File: src/rtl/dmem_pkg.sv
// rtl/dmem_pkg.sv - shared encodings, states and lane helpers for the data-memory initiator
package dmem_pkg;

   localparam logic [1:0] SZ_BYTE = 2'b00;
   localparam logic [1:0] SZ_HALF = 2'b01;
   localparam logic [1:0] SZ_WORD = 2'b10;

   // Lane 1 (MSB byte, bits 31:24) sits at mask bit 3, lane 4 (LSB byte) at bit 0
   localparam int LANE_MSB = 3;
   localparam int LANE_LSB = 0;

   typedef enum logic [1:0] {
      IDLE  = 2'd0,
      ISSUE = 2'd1,
      WAIT  = 2'd2,
      RESP  = 2'd3
   } state_t;

   // Big-endian lane selection: byte offset 0 maps to lane 1 (mask bit 3)
   function automatic logic [3:0] lane_mask(input logic [1:0] size, input logic [1:0] off);
      logic [3:0] m;
      case (size)
         SZ_BYTE: m = 4'b1000 >> off;
         SZ_HALF: m = off[1] ? 4'b0011 : 4'b1100;
         default: m = 4'b1111;
      endcase
      return m;
   endfunction

endpackage

File: src/rtl/dmem_load_align.sv
// rtl/dmem_load_align.sv - big-endian byte/half select with zero or sign extension
module dmem_load_align
   import dmem_pkg::*;
(
   input  logic [31:0] i_data,
   input  logic [1:0]  i_size,
   input  logic [1:0]  i_off,
   input  logic        i_signed,
   output logic [31:0] o_data
);

   logic [7:0]  w_byte;
   logic [15:0] w_half;

   // Pick the addressed byte or half (offset 0 is the MSB lane) and extend it
   always_comb begin
      w_byte = 8'h00;
      w_half = 16'h0000;
      o_data = i_data;
      case (i_off)
         2'd0:    w_byte = i_data[8*LANE_MSB +: 8];
         2'd1:    w_byte = i_data[23:16];
         2'd2:    w_byte = i_data[15:8];
         default: w_byte = i_data[8*LANE_LSB +: 8];
      endcase
      w_half = i_off[1] ? i_data[15:0] : i_data[31:16];
      case (i_size)
         SZ_BYTE: o_data = {{24{i_signed & w_byte[7]}}, w_byte};
         SZ_HALF: o_data = {{16{i_signed & w_half[15]}}, w_half};
         default: o_data = i_data;
      endcase
   end

endmodule

File: src/rtl/dmem_access_ctrl.sv
// rtl/dmem_access_ctrl.sv - MEM-stage initiator for four byte-lane memories (option: MISALIGN_TRAP_EN)
module dmem_access_ctrl
   import dmem_pkg::*;
#(
   parameter int TIMEOUT_CYC = 8,
   parameter int ADDR_W      = 11
)
(
   input  logic              i_clk,
   input  logic              i_rst,
   input  logic              i_req_valid,
   output logic              o_req_ready,
   input  logic              i_req_we,
   input  logic [1:0]        i_req_size,
   input  logic              i_req_signed,
   input  logic [ADDR_W-1:0] i_req_addr,
   input  logic [31:0]       i_req_wdata,
   output logic              o_resp_valid,
   output logic [31:0]       o_resp_rdata,
   output logic              o_resp_err,
   output logic              o_busy,
   output logic [3:0]        o_lane_rd_en,
   output logic [3:0]        o_lane_wr_en,
   output logic [ADDR_W-3:0] o_lane_addr,
   output logic [31:0]       o_lane_wdata,
   input  logic [31:0]       i_lane_rdata,
   input  logic [3:0]        i_lane_valid
);

   localparam int CNT_W = (TIMEOUT_CYC > 1) ? $clog2(TIMEOUT_CYC) : 1;

   state_t            r_state;
   state_t            w_next;
   logic              r_we;
   logic              r_signed;
   logic              r_err;
   logic [1:0]        r_size;
   logic [ADDR_W-1:0] r_addr;
   logic [31:0]       r_wdata;
   logic [31:0]       r_rdata;
   logic [3:0]        r_mask;
   logic [CNT_W-1:0]  r_cnt;

   logic              w_accept;
   logic              w_hit;
   logic              w_tmo;
   logic              w_trap;
   logic [1:0]        w_size_n;
   logic [1:0]        w_off;
   logic [1:0]        w_off_al;
   logic [31:0]       w_ld_data;

   assign w_accept = i_req_valid & (r_state == IDLE);
   assign w_size_n = (i_req_size == 2'b11) ? SZ_WORD : i_req_size;
   assign w_off    = i_req_addr[1:0];
   assign w_hit    = ((i_lane_valid & r_mask) == r_mask);
   assign w_tmo    = (r_cnt == CNT_W'(TIMEOUT_CYC - 1));

   // Force the low address bits onto the natural boundary of the access size
   always_comb begin
      w_off_al = w_off;
      if (w_size_n == SZ_HALF) begin
         w_off_al = {w_off[1], 1'b0};
      end else if (w_size_n == SZ_WORD) begin
         w_off_al = 2'b00;
      end
   end

`ifdef MISALIGN_TRAP_EN
   // An access is misaligned exactly when alignment would have changed its offset
   assign w_trap = (w_off_al != w_off);
`else
   assign w_trap = 1'b0;
`endif

   dmem_load_align u_load_align (
      .i_data   (i_lane_rdata),
      .i_size   (r_size),
      .i_off    (r_addr[1:0]),
      .i_signed (r_signed),
      .o_data   (w_ld_data)
   );

   // State register; reset aborts any access in flight without a response
   always_ff @(posedge i_clk or posedge i_rst) begin
      if (i_rst) r_state <= IDLE;
      else       r_state <= w_next;
   end

   // Request latching, timeout counting and load-data capture
   always_ff @(posedge i_clk or posedge i_rst) begin
      if (i_rst) begin
         r_we     <= 1'b0;
         r_signed <= 1'b0;
         r_err    <= 1'b0;
         r_size   <= SZ_BYTE;
         r_addr   <= '0;
         r_wdata  <= 32'h0;
         r_rdata  <= 32'h0;
         r_mask   <= 4'h0;
         r_cnt    <= '0;
      end else begin
         case (r_state)
            IDLE: begin
               if (w_accept) begin
                  r_we     <= i_req_we;
                  r_signed <= i_req_signed;
                  r_size   <= w_size_n;
                  r_addr   <= {i_req_addr[ADDR_W-1:2], w_off_al};
                  r_wdata  <= i_req_wdata;
                  r_rdata  <= 32'h0;
                  r_err    <= w_trap;
                  r_mask   <= w_trap ? 4'h0 : lane_mask(w_size_n, w_off_al);
               end
            end
            ISSUE: r_cnt <= '0;
            WAIT: begin
               if (w_hit) begin
                  if (!r_we) r_rdata <= w_ld_data;
               end else if (w_tmo) begin
                  r_err <= 1'b1;
               end else begin
                  r_cnt <= r_cnt + 1'b1;
               end
            end
            default: ;
         endcase
      end
   end

   // Next-state decode and state-derived handshake/lane outputs
   always_comb begin
      w_next       = r_state;
      o_req_ready  = 1'b0;
      o_busy       = 1'b1;
      o_resp_valid = 1'b0;
      o_resp_err   = 1'b0;
      o_lane_rd_en = 4'h0;
      o_lane_wr_en = 4'h0;
      case (r_state)
         IDLE: begin
            o_req_ready = 1'b1;
            o_busy      = 1'b0;
            if (w_accept) w_next = ISSUE;
         end
         ISSUE: begin
            if (r_we) o_lane_wr_en = r_mask;
            else      o_lane_rd_en = r_mask;
            w_next = r_err ? RESP : WAIT;
         end
         WAIT: begin
            if (w_hit || w_tmo) w_next = RESP;
         end
         default: begin
            o_resp_valid = 1'b1;
            o_resp_err   = r_err;
            w_next       = IDLE;
         end
      endcase
   end

   // Store data is replicated so whichever lanes are enabled see their byte
   always_comb begin
      case (r_size)
         SZ_BYTE: o_lane_wdata = {4{r_wdata[7:0]}};
         SZ_HALF: o_lane_wdata = {2{r_wdata[15:0]}};
         default: o_lane_wdata = r_wdata;
      endcase
   end

   assign o_lane_addr  = r_addr[ADDR_W-1:2];
   assign o_resp_rdata = r_rdata;

endmodule

File: config.mk
export PLATFORM = sky130hd
export DESIGN_NAME = dmem_access_ctrl
export DESIGN_NICKNAME = d
export VERILOG_FILES = /design/src/rtl/dmem_pkg.sv /design/src/rtl/dmem_load_align.sv /design/src/rtl/dmem_access_ctrl.sv
export SDC_FILE = /design/constraint.sdc
export NUM_CORES = 1
export LEC_CHECK = 0
export BUFFER_PORTS_ARGS = -buffer_cell sky130_fd_sc_hd__buf_2
export CAP_MARGIN = 20
export CORE_ASPECT_RATIO = 1.4
export CORE_MARGIN = 10
export CORE_UTILIZATION = 52
export CTS_CLUSTER_SIZE = 12
export DETAILED_ROUTE_END_ITERATION = 8
export PLACE_DENSITY = 0.83
export SETUP_SLACK_MARGIN = 0.05
export SYNTH_ARGS = -nofsm -noshare
export SYNTH_HDL_FRONTEND = slang
export SYNTH_SLANG_ARGS = --single-unit
File: constraint.sdc
create_clock -name i_clk -period 4.81 [get_ports i_clk]
set_input_delay 0.2405 -clock i_clk [delete_from_list [all_inputs] [get_ports i_clk]]
set_output_delay 0.2405 -clock i_clk [all_outputs]
set_load 0.02 [all_outputs]
==> parameters.txt, run 1 <==
Parameter                              Value

Clock network
  Count of cells resized by post-cts repair    0
  Clock transition at the registers of the reported paths    60 ps
  Clock buffer depth    2
  Total CTS buffers    9
  Clock tree sinks    89
  CTS tree    done
  Clock tree root buffer cell    sky130_fd_sc_hd__clkbuf_16
  H-tree level count    3
  Later-pin clock latency in the skew report    approximately 340 ps

Global routing
  Number of global-route vias before repair    4185
  Total GRT Usage    around a fifth
  Largest net degree at the start of global routing    57
  Remaining global-route overflow    0
  Initial antenna violation count    0
  Wire length of the first global-routing pass    slightly above 20000 microns

Pwr
  Standby leakage power    2.91 nW
  Flop pwr share    a little under a third
  Power per unit of standard cell area    ~740 mW/mm^2
  Design internal power    ~2.4 mW
  Combinational share of power    51.8%
  Switching share of total power    between 40% and 50%
  Worst vdd rail ir drop    0.427 mV
  Switch Pwr    1.90 mW
  Clock Power Share    between 10% and 20%
  PnR Total Power    approximately 4.3 mW

Die
  Placeable core region    around 0.009 sq mm
  Initial standard-cell utilization of the core    52.9%
  Number of ports placed on the die boundary    about 170
  Die Y    roughly 130 microns
  Width of the die    just over 100 microns
  Placement row count    slightly above 40
  Area enclosed by the die boundary    ~0.013 sq mm

Status
  Run status    complete, no violations

Logic synthesis
  Largest cells by area after synthesis    sky130_fd_sc_hd__dfrtp_1, sky130_fd_sc_hd__mux2_2, sky130_fd_sc_hd__o21ai_0, sky130_fd_sc_hd__nand2_1, sky130_fd_sc_hd__a22o_1
  Net count of the mapped netlist    521
  Mean cell area of the mapped netlist    approximately 11 sq um
  Count of mapped cells out of synthesis    roughly 430
  Count of state elements after synthesis    89
  EDFF count, synth    0
  Most area-hungry cell type in the Yosys netlist    sky130_fd_sc_hd__dfrtp_1
  Area share of the largest cell type after synthesis    46.9%
  Netlist area before placement    0.00475 sq mm
  Number of library cell types mapped by synthesis    between 40 and 50
  Most instantiated flip-flop cell in the synthesis netlist    sky130_fd_sc_hd__dfrtp_1
  Share of flip-flops with an asynchronous set or reset    between 90% and 100%
  Number of warnings printed during yosys synthesis    0
  Sequential share of the synthesized area    about 47%

STA
  Total negative slack for setup checks    0 ps
  Max-slew violations    0
  Final worst-path cycle share    between 50% and 60%
  Slew HR    about a quarter
  Min cycle time layout    around 2600 ps
  Final hold violations    0
  Maximum clock rate    about 0.38 GHz
  Unrepaired setup endpoints after global routing    false
  Layout Skew    8.05 ps
  Pin slew with the least headroom to its limit    between 1000 and 1500 ps
  Number of endpoints failing setup at the final stage    0

Drt
  DR vias    a little under 4000
  Number of DRC violations after detailed routing    0
  Pre-Repair DR Iteration Count    4
  Final wirelength    12900 microns
  Drt initial violations    roughly 150
  Routed via count divided by cell count    approximately 5.6
  Antenna Violating Nets Remaining    0
  Wirelength per Cell    around 19 microns

Placement
  Sum of net half-perimeters after detailed placement    9780 microns
  Placed cell area    0.00552 sq mm
  Port Buffer Count    170
  Routability congestion estimate from global placement    between 0.8 and 0.9

Setup path
  Max Fanout on Critical Path    30
  Beginning of the critical path    r_state[0]
  Crit path kind    register to register
  Endpoint arrival time on the critical path    ~2900 ps
  Crit path to    o_resp_rdata[10]
  Required time at the worst-slack endpoint    ~5000 ps
  Reg2Reg Capture Point    o_resp_rdata[10]
  Type of destination of the critical path    register
  Number of cells traversed by the worst register-to-register path    5
  Critical Path Source Type    register
  Launching point of the worst reg2reg path    r_state[0]
  Worst reg-to-reg setup slack    roughly 2200 ps

Cells and area
  Post-route cell area    around 0.0058 sq mm
  Core Util, Final    64.9%
  Filler Cell Count    just under 700
  Fraction of layout instances using a drive strength above 1    between 40% and 50%
  Nets@finish    about 660
  Number of diodes added for antenna fixing    0
  Area Growth Syn to Fin    22.8%

Hold path
  Class of the tightest hold or removal check    primary input to register

Job
  Count of maximum capacitance violations    0
==> area by class of cell <==
class                           count  area [sq um]  area share, %
Clock buffer                       10           239           4.10
Clock inverter                      5          56.3          0.966
Inverter                            9          35.0          0.601
Multi-Input combinational cell    287          2240           38.4
Sequential cell                    89          2230           38.2
Tap cell                          107           134           2.30
Timing Repair Buffer              176           898           15.4
==> routing by layer <==
metal / track usage, % / routed length (microns)
met5: 0 / 0
met4: 9.13 / 326
met3: 5.73 / 1150
met2: 32.9 / 6650
met1: 20.0 / 4770
==> what timing repair did <==
| action | CTS | global route |
|---|---|---|
| setup endpoints to repair | 0 | 0 |
| hold buffers | 1 | 0 |
| buffers inserted | 0 | 0 |
| endpoints found under the hold margin | 38 | 0 |
==> cells in the mapped netlist (2+ instances only) <==
master                     instances
sky130_fd_sc_hd__nor2_1            2
sky130_fd_sc_hd__or2_2             2
sky130_fd_sc_hd__nor2_2            2
sky130_fd_sc_hd__o21ai_0          38
sky130_fd_sc_hd__a32o_1           10
sky130_fd_sc_hd__buf_1             6
sky130_fd_sc_hd__buf_4            17
sky130_fd_sc_hd__and3_1            4
sky130_fd_sc_hd__o21ai_1           2
sky130_fd_sc_hd__a22o_1           21
sky130_fd_sc_hd__ha_1              6
sky130_fd_sc_hd__o31ai_1           2
sky130_fd_sc_hd__clkbuf_1          8
sky130_fd_sc_hd__a21oi_1          11
sky130_fd_sc_hd__mux2i_1          14
sky130_fd_sc_hd__dfrtp_1          89
sky130_fd_sc_hd__and2_1            6
sky130_fd_sc_hd__nor2b_1           3
sky130_fd_sc_hd__nor3_1            2
sky130_fd_sc_hd__mux2_4            2
sky130_fd_sc_hd__nor3b_1           4
sky130_fd_sc_hd__buf_2            12
sky130_fd_sc_hd__inv_1             9
sky130_fd_sc_hd__mux2_2           71
sky130_fd_sc_hd__nand2_1          50
sky130_fd_sc_hd__nand2b_1         16
==> worst min-delay path by stage <==
stage / start / endpoint / slack (ps) / depth (start not counted)
after floorplan: i_req_size[1] / r_addr[0] / 340 / 1
after global placement: i_rst / r_wdata[20] / 350 / 2
after detailed placement: i_rst / o_resp_rdata[17] / 350 / 2
after CTS: i_req_wdata[2] / r_wdata[2] / 120 / 2
after global routing: i_req_wdata[29] / r_wdata[29] / 120 / 2
final: i_req_wdata[2] / r_wdata[2] / 130 / 2
==> cells in the final DEF, fill, tap and decap left out, drive strengths merged, types with 2 or more instances in the layout <==
cell type / n
clkinv: 4
dfrtp: 89
nor2: 4
a21oi: 12
ha: 6
o21ai: 40
and2: 6
inv: 8
buf: 175
mux2: 73
mux2i: 15
and3: 4
nand2: 50
nor3b: 4
nor3: 2
a22o: 21
nand2b: 16
a32o: 10
clkbuf: 10
o31ai: 2
nor2b: 3
or2: 2
==> stage by stage <==
step                worst slack [ps]  instances  hold slack (ps)
global placement                2430        667              352
global route                    2000        683              122
finish                          2200        683              127
CTS                             2190        683              119
detailed placement              2210        667              352
floorplan                       2260        429              338
==> state kept, by name (all words and copies together), names as in the netlist <==
name          cells
r_state           2
r_size            2
o_resp_rdata     32
r_addr           11
r_wdata          32
r_err             1
r_signed          1
r_mask            4
r_we              1
r_cnt             3
==> critical path: stages, from the launching register on <==
cell and delay [ps]:
sky130_fd_sc_hd__dfrtp_1 410, sky130_fd_sc_hd__inv_1 110, sky130_fd_sc_hd__ha_1 450, sky130_fd_sc_hd__nor3b_1 370, sky130_fd_sc_hd__and2_1 920, sky130_fd_sc_hd__a32o_1 290
==> power by group through the flow <==
stage / registers, mW / logic (mW) / clock network (mW)
3_3_place_gp: 1.37 / 2.19 / 0
5_1_grt: 1.43 / 2.43 / 0.744
6_report: 1.38 / 2.24 / 0.705
4_1_cts: 1.38 / 2.27 / 0.711
2_1_floorplan: 1.33 / 1.72 / 0
3_5_place_dp: 1.39 / 2.27 / 0
==> cells by family after synthesis <==
group                    after synthesis  share of synthesized area, %
buffers and inverters                 53                          6.01
AND/OR/NAND/NOR                       97                          10.2
AO/OA/AOI/OAI                         95                          14.2
XOR/XNOR                               1                         0.185
multiplexers                          88                          20.9
flip-flops                            89                          46.9
adder cells (fa/ha/maj)                6                          1.58
Power figures use the tool's default switching activity.
==> run 2, diff against run 1 <==
--- a/config.mk
+++ b/config.mk
@@ -9,10 +9,10 @@
 export CAP_MARGIN = 20
 export CORE_ASPECT_RATIO = 1.4
 export CORE_MARGIN = 10
-export CORE_UTILIZATION = 52
+export CORE_UTILIZATION = 45
 export CTS_CLUSTER_SIZE = 12
 export DETAILED_ROUTE_END_ITERATION = 8
-export PLACE_DENSITY = 0.83
+export PLACE_DENSITY = 0.76
 export SETUP_SLACK_MARGIN = 0.05
 export SYNTH_ARGS = -nofsm -noshare
 export SYNTH_HDL_FRONTEND = slang
==> constraint.sdc (replaced) <==
create_clock -name i_clk -period 2.2 [get_ports i_clk]
set_input_delay 0.11 -clock i_clk [delete_from_list [all_inputs] [get_ports i_clk]]
set_output_delay 0.11 -clock i_clk [all_outputs]
set_load 0.02 [all_outputs]
==> run 2 against run 1 <==
Compared with the run above:
- core utilization shrank 4.3 points
- sequential share of layout area shrank 2.7 points
- wire length up 7.7%
- die area grew 13%
- register-to-register slack got worse by 2000 ps
- critical path type is now register to output pin
- largest power group unchanged
==> parameters.txt, run 2 (synthesized netlist as in run 1, its figures left out) <==
Parameter                              Value

Pwr
  Flop pwr share    29.6% (-2.3 points)
  Switch Pwr    4.27 mW (+130%)
  Combinational share of power    54.5% (+2.7 points)
  Switching share of total power    43.8% (-0.045 points)
  Worst vdd rail ir drop    0.851 mV (+99%)
  Power per unit of standard cell area    1550 mW/mm^2 (+110%)
  PnR Total Power    9.74 mW (+130%)
  Standby leakage power    3.08 nW (+5.8%)
  Design internal power    5.47 mW (+130%)
  Clock Power Share    15.8% (-0.5 points)

Setup path
  Required time at the worst-slack endpoint    2090 ps (-2990 ps)
  Crit path kind    register to output pin
  Critical Path Source Type    register
  Max Fanout on Critical Path    11 (-63%)
  Critical-path top delay cell    sky130_fd_sc_hd__dfrtp_1
  Endpoint arrival time on the critical path    1860 ps (-1020 ps)
  Cells along the critical path    buf_4 -> nor2_4 -> mux2_2 -> buf_2
  Maximum cell stage delay along the critical path    490 ps (-430 ps)
  Buf/Inv on CP    2 (+1)
  Type of destination of the critical path    output pin
  Largest delay contributor family on the critical path    flip-flops
  Launching point of the worst reg2reg path    r_state[0]
  Beginning of the critical path    r_size[0]

Die
  Placement row count    44 (+7.3%)
  Width of the die    107 microns (+6.0%)
  Die Y    142 microns (+6.4%)
  Area enclosed by the die boundary    0.0151 sq mm (+13%)
  Initial standard-cell utilization of the core    45.9% (-7.0 points)
  Placeable core region    0.0103 sq mm (+15%)
  Number of ports placed on the die boundary    171 (unchanged)

Drt
  Number of DRC violations after detailed routing    0 (unchanged)
  Drt initial violations    119 (-20%)
  DR vias    4006 (+4.3%)
  Final wirelength    13900 microns (+7.7%)
  Wirelength per Cell    18.5 microns (-2.1%)
  Pre-Repair DR Iteration Count    4 (unchanged)
  Routed via count divided by cell count    5.33 (-5.2%)
  Antenna Violating Nets Remaining    0 (unchanged)

Clock network
  Clock buffer depth    2 (unchanged)
  Total CTS buffers    9 (unchanged)
  Later-pin clock latency in the skew report    340 ps (about the same)
  H-tree level count    3 (unchanged)
  Clock tree root buffer cell    sky130_fd_sc_hd__clkbuf_16
  Post-CTS setup-driven buffer insertion count    0 (unchanged)
  CTS tree    done
  Clock transition at the registers of the reported paths    60 ps (about the same)
  Clock tree sinks    89 (unchanged)

Hold path
  Class of the tightest hold or removal check    primary input to register
  Hold Path Origin    i_req_addr[2]

Cells and area
  Area Growth Syn to Fin    32.2%
  Leading cell types in the layout, fill and taps excluded    sky130_fd_sc_hd__buf_2, sky130_fd_sc_hd__dfrtp_1, sky130_fd_sc_hd__mux2_2
  Commonest non-fill, non-tap cell in the layout    sky130_fd_sc_hd__buf_2
  Fraction of layout instances using a drive strength above 1    46.3% (-1.2 points)
  Fin cells    751 (+10%)
  Nets@finish    700 (+5.4%)
  Core Util, Final    60.7% (-4.3 points)
  Filler Cell Count    910 (+31%)
  Register area    0.00223 sq mm (unchanged)
  Number of diodes added for antenna fixing    0 (unchanged)
  Area of combinational cells with multiple inputs    0.00224 sq mm (+0.34%)

STA
  Layout Skew    7.74 ps (-0.303 ps)
  Min cycle time layout    between 1500 and 2000 ps
  Final worst-path cycle share    between 80% and 90%
  Post-route worst setup slack    230 ps (-1970 ps)
  Maximum clock rate    about 0.51 GHz
  Total negative slack for setup checks    0 ps (unchanged)
  Final hold violations    0 (unchanged)
  Max-slew violations    0 (unchanged)
  Number of endpoints failing setup at the final stage    0 (unchanged)
  Pin slew with the least headroom to its limit    710 ps (-393 ps)
  Slew HR    52.6% (+26 points)
  Unrepaired setup endpoints after global routing    false

Global routing
  Remaining global-route overflow    0 (unchanged)
  Initial antenna violation count    0 (unchanged)
  Number of global-route vias before repair    4428 (+5.8%)
  Wire length of the first global-routing pass    22300 microns (+8.1%)
  Total GRT Usage    18.3% (-0.66 points)
  Largest net degree at the start of global routing    46 (-19%)

Status
  Run status    complete, no violations

Placement
  Routability congestion estimate from global placement    0.910 (+8.2%)
  Sum of net half-perimeters after detailed placement    10200 microns (+4.5%)
  Port Buffer Count    170 (unchanged)
  Placed instance count    707 (+6.0%)
  Worst slack at placement    208 ps (-2000 ps)

Job
  Count of maximum capacitance violations    0 (unchanged)
==> run 2: cell types whose count changed in the layout (fill, tap and decap cells not counted), sizes merged <==
cell / before / now
buf: 175 / 184
clkinv: 4 / 1
clkinvlp: 1 / 4
dlygate4sd3: 1 / 28
inv: 8 / 9
==> run 2: routing by layer <==
layer | wire (microns) | track usage [%] | part of all wire [%] | up-vias
li1 | - | - | - | 1877
met1 | 5150 | 19.1 | 37 | 1950
met2 | 7340 | 32.6 | 53 | 155
met3 | 1080 | 5.76 | 7.8 | 24
met4 | 320 | 7.93 | 2.3 | 0
met5 | 0 | 0 | 0 | -
==> run 2: through the flow <==
stage	area (sq um)	hold slack, ps
floorplan	4750	208
global placement	5690	252
detailed placement	5690	265
CTS	6270	0.872
global route	6280	0.577
finish	6280	4.26
==> run 2: cell type report <==
class	count	share of cell area (%)
multi-input combinational	287	35.8
timing repair buffer	212	20.7
clock buffer	10	3.65
tap	138	2.75
clock inverter	6	1.06
inverter	9	0.598
sequential	89	35.5
==> run 2: power groups by stage <==
stage	registers, mW	clock network (mW)	logic (mW)
floorplan	2.92	0	3.77
finish	2.89	1.54	5.31
global route	2.98	1.63	5.78
detailed placement	2.90	0	5.26
CTS	2.88	1.57	5.34
global placement	2.86	0	5.15
==> run 2: worst register-to-register path, stage by stage, from the launching register on <==
cell and delay [ps]:
sky130_fd_sc_hd__dfrtp_1 410, sky130_fd_sc_hd__inv_1 100, sky130_fd_sc_hd__ha_1 230, sky130_fd_sc_hd__nor2b_2 240, sky130_fd_sc_hd__nor3b_1 100, sky130_fd_sc_hd__a21oi_2 190
sky130_fd_sc_hd__buf_12 210, sky130_fd_sc_hd__mux2_2 360
==> run 2: what timing repair did <==
action                                 in CTS  in global routing
gates resized for setup                     1                  1
setup endpoints to repair                   4                  2
endpoints found under the hold margin      55                  0
hold buffers                               28                  0
cloned                                      0                  0
==> run 2: final timing paths <==
check / to / slack, ps / cells past startpoint
setup / recovery: o_lane_wdata[15] / 230 / 4
hold / removal: r_addr[2] / 4 / 2
setup reg to reg: o_resp_rdata[4] / 240 / 7
hold reg to reg: o_resp_rdata[10] / 490 / 1
max in group asynchronous: r_wdata[15] / 1170 / 4
min in group asynchronous: r_we / 450 / 3
==> run 3, diff against run 2 <==
--- a/config.mk
+++ b/config.mk
@@ -12,7 +12,7 @@
 export CORE_UTILIZATION = 45
 export CTS_CLUSTER_SIZE = 12
 export DETAILED_ROUTE_END_ITERATION = 8
-export PLACE_DENSITY = 0.76
+export PLACE_DENSITY = 0.8
 export SETUP_SLACK_MARGIN = 0.05
 export SYNTH_ARGS = -nofsm -noshare
 export SYNTH_HDL_FRONTEND = slang
==> run 3 against run 2 <==
Compared with the run above:
- sequential share of layout area barely moved
- clock-buffer cell count decreased by 1
- clock power rose by 3%
- sequential power rose by 1%
- final cell count grew 0.53%
- core utilization grew 0.072 points
- critical path depth is 3 higher
- cell area rose by 0.12%
- critical endpoint is now o_resp_rdata[18]
- worst hold slack gained 12 ps
- die area did not move
==> parameters.txt, run 3 (synthesized netlist as in run 1, its figures left out) <==
Parameter                              Value

Hold path
  Hold EP    r_wdata[5]
  Class of the tightest hold or removal check    primary input to register
  Number of cells traversed by the worst hold path    2 (unchanged)
  Hold Path Origin    i_req_wdata[5]

Pwr
  Worst vdd rail ir drop    1.09 mV (+28%)
  PnR Total Power    9.76 mW (+0.21%)
  Switching share of total power    43.8% (about the same)
  Design internal power    5.48 mW (+0.13%)
  Standby leakage power    3.09 nW (+0.50%)
  Flop pwr share    30.0% (+0.4 points)
  Switch Pwr    4.28 mW (+0.30%)
  Combinational share of power    53.7% (-0.8 points)
  Power per unit of standard cell area    1550 mW/mm^2 (about the same)
  Clock Power Share    16.2% (+0.4 points)

Setup path
  Number of cells traversed by the worst register-to-register path    7 (unchanged)
  Required time at the worst-slack endpoint    2430 ps (+340 ps)
  Beginning of the critical path    r_state[0]
  Crit path kind    register to register
  Launching point of the worst reg2reg path    r_state[0]
  Worst reg-to-reg setup slack    220 ps (-20 ps)
  Endpoint arrival time on the critical path    2210 ps (+350 ps)
  Critical Path Source Type    register
  Max Fanout on Critical Path    26 (+15)
  Type of destination of the critical path    register
  Reg2Reg Capture Point    o_resp_rdata[18]

STA
  Post-route worst setup slack    216 ps (-13.5 ps)
  Min cycle time layout    1980 ps (+13.5 ps)
  Final hold violations    0 (unchanged)
  Maximum clock rate    0.504 GHz (-0.68%)
  Worst hold margin    16.1 ps (+11.8 ps)
  Number of endpoints failing setup at the final stage    0 (unchanged)
  Slew HR    55.1% (+2.5 points)
  Pin slew with the least headroom to its limit    674 ps (-36.0 ps)
  Max-slew violations    0 (unchanged)
  Total negative slack for setup checks    0 ps (unchanged)
  Unrepaired setup endpoints after global routing    false
  Final worst-path cycle share    90.2% (+0.61 points)
  Layout Skew    9.47 ps (+1.73 ps)

Die
  Initial standard-cell utilization of the core    45.9% (unchanged)
  Placeable core region    0.0103 sq mm (unchanged)
  Number of ports placed on the die boundary    171 (unchanged)
  Area enclosed by the die boundary    0.0151 sq mm (unchanged)
  Placement row count    44 (unchanged)
  Width of the die    107 microns (unchanged)
  Die Y    142 microns (unchanged)

Global routing
  Number of global-route vias before repair    4414 (-0.32%)
  Wire length of the first global-routing pass    22200 microns (-0.19%)
  Initial antenna violation count    0 (unchanged)
  Largest net degree at the start of global routing    60 (+30%)
  Total GRT Usage    18.2% (-0.11 points)
  Remaining global-route overflow    0 (unchanged)

Clock network
  Clock buffer depth    2 (unchanged)
  H-tree level count    3 (unchanged)
  Later-pin clock latency in the skew report    340 ps (about the same)
  Clock transition at the registers of the reported paths    70 ps (about the same)
  Clock tree root buffer cell    sky130_fd_sc_hd__clkbuf_16
  Post-CTS setup-driven buffer insertion count    0 (unchanged)
  CTS tree    done
  Total CTS buffers    9 (unchanged)
  Clock tree sinks    89 (unchanged)

Drt
  Final wirelength    13800 microns (-0.72%)
  Drt initial violations    148 (+24%)
  Number of DRC violations after detailed routing    0 (unchanged)
  Antenna Violating Nets Remaining    0 (unchanged)
  DR vias    4020 (+0.35%)
  Wirelength per Cell    18.3 microns (-1.2%)
  Routed via count divided by cell count    5.32 (-0.18%)
  Pre-Repair DR Iteration Count    4 (unchanged)

Status
  Run status    complete, no violations

Placement
  Routability congestion estimate from global placement    0.898 (-1.3%)
  Sum of net half-perimeters after detailed placement    10200 microns (-0.51%)
  Placed instance count    708 (+0.14%)
  Placed cell area    0.00566 sq mm (-0.53%)
  Port Buffer Count    170 (unchanged)
  Worst slack at placement    188 ps (-20.8 ps)

Cells and area
  Fraction of layout instances using a drive strength above 1    46.2% (-0.14 points)
  Nets@finish    704 (+0.57%)
  Core Util, Final    60.7% (+0.072 points)
  Area Growth Syn to Fin    32.4%
  Leading cell types in the layout, fill and taps excluded    sky130_fd_sc_hd__buf_2, sky130_fd_sc_hd__dfrtp_1, sky130_fd_sc_hd__mux2_2
  Post-route cell area    0.00628 sq mm (+0.12%)
  Filler Cell Count    877 (-3.6%)
  Number of diodes added for antenna fixing    0 (unchanged)
  Fin cells    755 (+0.53%)
  Commonest non-fill, non-tap cell in the layout    sky130_fd_sc_hd__buf_2

Job
  Count of maximum capacitance violations    0 (unchanged)
## run 3: per-layer routing
layer | up-vias | GRT usage (%) | share of wire [%]
li1 | 1888 | - | -
met1 | 1944 | 19.2 | 37
met2 | 168 | 31.8 | 52
met3 | 20 | 5.80 | 8.3
met4 | 0 | 8.79 | 2.2
met5 | - | 0 | 0
## run 3: final cells by class
type                       count  area (sq um)  share of cell area (%)
clock buffer                   9           225                    3.58
sequential                    89          2230                    35.5
tap                          138           173                    2.75
inverter                       9          37.5                   0.597
timing repair buffer         216          1300                    20.7
multi-input combinational    287          2240                    35.6
clock inverter                 7          81.3                    1.29
## run 3: power by group through the flow
stage	sequential (mW)	clock (mW)	combinational, mW
after floorplan	2.92	0	3.77
after global placement	2.89	0	5.10
after detailed placement	2.96	0	5.20
after CTS	2.94	1.63	5.27
after global routing	3.04	1.69	5.70
final	2.93	1.59	5.24
## run 3: repair_timing
item | 4_1_cts | 5_1_grt
hold buffers | 30 | 1
setup endpoints to repair | 0 | 3
resized for setup | 0 | 1
hold endpoints to repair | 66 | 1
## run 3: critical path, stage by stage (launching register included)
cell	delay, ps
sky130_fd_sc_hd__dfrtp_1	400
sky130_fd_sc_hd__inv_1	90
sky130_fd_sc_hd__ha_1	260
sky130_fd_sc_hd__nor2b_1	190
sky130_fd_sc_hd__nor3b_1	310
sky130_fd_sc_hd__a21oi_2	160
sky130_fd_sc_hd__buf_6	200
sky130_fd_sc_hd__a22o_1	250
## run 3: worst max path at each step
stage | end | slack, ps
2_1_floorplan | o_resp_rdata[30] | 390
3_3_place_gp | o_resp_rdata[21] | 320
3_5_place_dp | o_resp_rdata[18] | 190
4_1_cts | o_resp_rdata[18] | 180
5_1_grt | o_resp_rdata[18] | 100
6_report | o_resp_rdata[18] | 220
